[config.mk]
export PLATFORM = sky130hd
export DESIGN_NAME = clk_div_prog
export DESIGN_NICKNAME = d
export VERILOG_FILES = /design/src/rtl/clk_div_prog.sv
export SDC_FILE = /design/constraint.sdc
export NUM_CORES = 1
export LEC_CHECK = 0
export BUFFER_PORTS_ARGS = -buffer_cell sky130_fd_sc_hd__buf_2
export CAP_MARGIN = 40
export CORE_AREA = 3 3 198 200
export DETAILED_ROUTE_END_ITERATION = 6
export DIE_AREA = 0 0 201 203
export HOLD_SLACK_MARGIN = 0.03
export PLACE_DENSITY_LB_ADDON = 0.15
export RECOVER_POWER = 50
export SLEW_MARGIN = 20
export SYNTH_ARGS = -nofsm -noshare
export SYNTH_HDL_FRONTEND = slang
export SYNTH_SLANG_ARGS = --single-unit
[constraint.sdc]
create_clock -name clk -period 17.75 [get_ports clk]
set_clock_uncertainty 0.1 [all_clocks]
set_input_delay 5.325 -clock clk [delete_from_list [all_inputs] [get_ports clk]]
set_output_delay 5.325 -clock clk [all_outputs]
set_load 0.02 [all_outputs]
[src/rtl/clk_div_prog.sv]
// Multi-channel programmable clock divider; new divisors wait in a shadow register until a period boundary.
// Optional feature macro CLK_DIV_SYNC_EN: sync_in forces a boundary on every channel at once.
module clk_div_prog #(
   parameter int unsigned NCH     = 2,
   parameter int unsigned WIDTH   = 27,
   parameter int unsigned DEF_DIV = 2
) (
   input  logic                 clk,
   input  logic                 rst_in,
   input  logic [NCH*WIDTH-1:0] div_f,
   input  logic [NCH-1:0]       load,
   input  logic                 sync_in,
   output logic [NCH-1:0]       div_clk,
   output logic [NCH-1:0]       tick,
   output logic [NCH-1:0]       pending
);

   localparam logic [WIDTH-1:0] DEF = WIDTH'(DEF_DIV);
   localparam logic [WIDTH-1:0] ONE = WIDTH'(1);

   logic [WIDTH-1:0] shadow_q [NCH];
   logic [WIDTH-1:0] shadow_d [NCH];
   logic [WIDTH-1:0] div_q    [NCH];
   logic [WIDTH-1:0] div_d    [NCH];
   logic [WIDTH-1:0] cnt_q    [NCH];
   logic [WIDTH-1:0] cnt_d    [NCH];
   logic [NCH-1:0]   pending_d;
   logic [NCH-1:0]   div_clk_d;
   logic [NCH-1:0]   tick_d;
   logic [NCH-1:0]   boundary;
   logic             run_q;   // low until the first edge after reset, which opens the first period
   logic             sync_hit;

`ifdef CLK_DIV_SYNC_EN
   assign sync_hit = sync_in;
`else
   logic unused_sync;
   assign unused_sync = sync_in;
   assign sync_hit    = 1'b0;
`endif

   function automatic logic is_active(input logic [WIDTH-1:0] d);
      return d > ONE;
   endfunction

   // ceil(d/2) without forming d+1, so the all-ones divisor cannot overflow
   function automatic logic [WIDTH-1:0] half_up(input logic [WIDTH-1:0] d);
      return (d >> 1) + WIDTH'(d[0]);
   endfunction

   always_comb begin
      // NOTE: every target gets a default before any decision, so no latch can be inferred.
      shadow_d  = shadow_q;
      div_d     = div_q;
      pending_d = pending;
      div_clk_d = '0;
      tick_d    = '0;
      boundary  = '0;
      for (int i = 0; i < NCH; i++) begin
         cnt_d[i]    = cnt_q[i] + ONE;
         boundary[i] = !run_q || sync_hit || !is_active(div_q[i]) || (cnt_q[i] == div_q[i] - ONE);
         if (boundary[i]) begin
            cnt_d[i]     = '0;
            pending_d[i] = 1'b0;
            if (load[i]) begin
               shadow_d[i] = div_f[i*WIDTH +: WIDTH];
               div_d[i]    = div_f[i*WIDTH +: WIDTH];
            end else if (pending[i]) begin
               div_d[i] = shadow_q[i];
            end
         end else if (load[i]) begin
            shadow_d[i]  = div_f[i*WIDTH +: WIDTH];
            pending_d[i] = 1'b1;
         end
         if (!is_active(div_d[i])) begin
            cnt_d[i] = '0;
         end
         tick_d[i]    = is_active(div_d[i]) && (cnt_d[i] == '0);
         div_clk_d[i] = is_active(div_d[i]) && (cnt_d[i] < half_up(div_d[i]));
      end
   end

   always_ff @(posedge clk) begin
      if (!rst_in) begin
         // NOTE: these arrays are ordinary flops rather than RAM, so resetting them is legal and drops stale shadows.
         run_q   <= 1'b0;
         pending <= '0;
         div_clk <= '0;
         tick    <= '0;
         for (int i = 0; i < NCH; i++) begin
            shadow_q[i] <= DEF;
            div_q[i]    <= DEF;
            cnt_q[i]    <= '0;
         end
      end else begin
         // NOTE: non-blocking assignments so every register samples the pre-edge values.
         run_q    <= 1'b1;
         pending  <= pending_d;
         div_clk  <= div_clk_d;
         tick     <= tick_d;
         shadow_q <= shadow_d;
         div_q    <= div_d;
         cnt_q    <= cnt_d;
      end
   end

endmodule

==> impl_metrics.py <==
metrics = {
    "run_status": {
        "status": "complete, but fails checks",
        "violations": "max-capacitance violations, max-slew violations",
    },
    "timing": {
        "rsz0062_at_grt": "no",
        "setup_tns_ns": 0,
        "slew_viol_final": 127,
        "finalSetupViolCount": 0,
        "worst_slack_ns": 4.80,
        "fin_crit_sh_pct": 73.0,
        "max_freq_mhz": 77.2,
        "hold_violations": 0,
        "relSlewSlack_pct": -113,
        "worst_pin_slew_ns": 3.19,
        "finalCriticalPeriod_ns": 12.95,
    },
    "clock_tree": {
        "clk_pin_slew_ns": 0.07,
        "clock_sinks": 169,
        "cts.path.max_buffers": 2,
        "cts_buffers": 17,
        "root_buffer": "clkbuf_16",
        "cts_hold_buffers": 0,
        "cts_resized": 0,
        "clock_latency_ns": 0.46,
        "cts_setup_buffers": 0,
        "cts_tree": "yes",
        "htreeDepth": 4,
    },
    "critical_path": {
        "start_kind": "input pin",
        "required_ns": 18.01,
        "r2r_start": "div_q[7]",
        "critPathArrivalTime_ns": 13.21,
        "r2r_slack_ns": 9.60,
        "reg2reg_to": "div_clk[1]",
        "crit_path_end_kind": "flop",
        "cp_max_fo": 61,
        "reg2regPathDepth": 29,
        "crit_type": "input pin to flop",
    },
    "floorplanning": {
        "start_util_pct": 35.8,
        "die_h_microns": 203,
        "rows": 71,
        "core_sq_um": 37600,
        "io_pins": 65,
        "chipWidth_microns": 201,
        "dieArea_sq_um": 40800,
    },
    "synthesis": {
        "synth_edf_count": 0,
        "syn_inst": 1770,
        "synth_cell_types": 87,
        "ys_seq_area_share_pct": 25.2,
        "syn_area_sq_um": 13500,
        "async_flop_share_pct": 0,
        "ys.warnings.count": 0,
        "synthFlopType": "dfxtp_1",
        "syn_area_per_cell_sq_um": 7.60,
        "synth_nets": 1893,
        "ys_ff_latch": 169,
    },
    "detailed_routing": {
        "first_pass_iters": 5,
        "drc": 0,
        "drt-initial-drc-count": 887,
        "vias": 12700,
        "post_drt_wl_per_cell_microns": 19.6,
        "antenna_left": 0,
        "viasPerCell": 5.58,
        "drt-total-wl_microns": 44500,
    },
    "grt": {
        "grt_pass1_vias": 12100,
        "overflow": 0,
        "antenna_found_initial": 0,
        "grt_util_all_layers_pct": 21.5,
        "grt_first_pass_wirelength_microns": 69100,
        "grt_max_degree": 79,
    },
    "pwr": {
        "vdd_ir_drop_max_v": 0.0000608,
        "power.density_nw_per_um2": 73.0,
        "p_leak_nw": 5.45,
    },
    "final_layout": {
        "multiInputGateArea_sq_um": 9420,
        "final.fill_count": 4006,
        "drive_gt1_share_pct": 9.35,
        "layout_commonest_cell": "nor2_1",
        "fin_nets": 1875,
        "mostFrequentLayoutCells": "257 x nor2_1, 168 x dfxtp_1, 132 x nand2_1, 118 x a21oi_1, 86 x xnor2_1",
        "insertedDiodeCount": 0,
        "final_util_pct": 38.9,
        "finalNonFillerCells": 2276,
        "regArea_sq_um": 3380,
        "synthToLayoutAreaGrowth_pct": 8.71,
    },
    "placement": {
        "place_ws_ns": 6.98,
        "io_buffers": 63,
        "hpwlAfterDp_microns": 34000,
        "gp_congestion": 0.920,
        "dp.cells": 2243,
    },
    "min_path": {
        "worstHoldStart": "shadow_q[10]",
        "min_path_type": "flop to flop",
        "min_to": "shadow_q[10]",
        "whs_path_depth": 2,
    },
    "flow_run": {
        "max-cap-violations": 2,
    },
}
## synth_stat cells (14+ instances only)
library cell  number  area, sq um
or3_1             14         87.6
and3_1            21          131
xnor2_1           86          753
a31oi_1           26          163
nand4_1           41          257
a21o_1            17          128
a21oi_1          118          591
mux2i_1           64          641
a211oi_1          24          180
dfxtp_1          169         3380
o22ai_1           14         87.6
inv_1             28          105
nor4_1            42          263
and2_1            25          156
xor2_1            81          709
ha_1              64          801
nand2b_1          43          269
nor2_1           257          965
nor3_1            65          325
nand2_1          132          495
nor2b_1           20          125
nand3_1           61          305
o21ai_0           62          310
clkbuf_1          93          349
## worst max-delay path, cell delays in order
cell	delay [ns]
buf_2	0.07
clkbuf_1	2.02
inv_1	1.32
a21oi_1	0.56
ha_1	0.29
ha_1	0.21
inv_1	0.05
a2111o_1	0.39
nor3_1	0.41
nand3b_1	0.15
xnor2_1	0.24
ha_1	0.29
a21o_1	0.17
a21o_1	0.17
a21o_1	0.17
a21oi_1	0.14
nor2b_1	0.05
o21ai_0	0.15
nand2b_1	0.08
a21oi_1	0.13
o21ai_0	0.10
a21o_1	0.18
a211o_1	0.28
a21oi_1	0.19
## registers in the layout (all words and copies together), names as in the netlist
register	cells
div_clk	2
tick	2
shadow_q	54
pending	2
div_q	54
cnt_q	54
run_q	1
## area by class of cell
cell class,count,area share [%]
clock buffer,20,3.12
clock inverter,12,0.941
inverter,30,0.770
multi-input combinational,1448,64.4
sequential,169,23.1
tap,511,4.37
timing repair buffer,86,3.24
## metal layers
| layer | track usage [%] | vias to the layer above | part of all wire [%] |
|---|---|---|---|
| li1 | - | 6293 | - |
| met1 | 25.3 | 6063 | 42 |
| met2 | 39.5 | 278 | 52 |
| met3 | 3.14 | 66 | 3.4 |
| met4 | 7.90 | 0 | 3.3 |
| met5 | 0 | - | 0 |
## logic make-up (layout without fill, tap and decap cells)
| group | after synthesis | count (layout) | share of synthesized area [%] |
|---|---|---|---|
| buf+inv | 153 | 148 | 4.87 |
| fa+ha+maj | 64 | 64 | 5.95 |
| flops | 169 | 169 | 25.2 |
| mux | 76 | 76 | 5.77 |
| simple gates | 786 | 786 | 30.0 |
| xor+xnor | 167 | 167 | 10.9 |
| compound gates | 355 | 355 | 17.3 |
## through the flow
stage                     power, mW  cell area (sq um)  hold WS, ns
after floorplan               0.603              13500        0.340
after global placement        0.676              14000        0.348
after detailed placement      0.681              14100        0.356
after CTS                      1.08              14700        0.366
after global routing           1.12              14600        0.373
final                          1.07              14600        0.366
## power breakdown
| part | switching (mW) | leakage (nW) | internal (mW) |
|---|---|---|---|
| Clock | 0.176 | 0.288 | 0.217 |
| Sequential | 0.0286 | 1.38 | 0.396 |
| Combinational | 0.156 | 3.78 | 0.0938 |
| Total | 0.361 | 5.45 | 0.706 |
## how the worst max path moves through the flow
stage,start,end,cells after the start
6_report,load[1],div_clk[1],24
5_1_grt,load[1],div_clk[1],24
4_1_cts,load[1],div_clk[1],24
3_5_place_dp,load[1],div_clk[1],24
3_3_place_gp,load[1],div_clk[1],24
2_1_floorplan,load[1],div_clk[1],26
(Power assumes the default switching activity.)
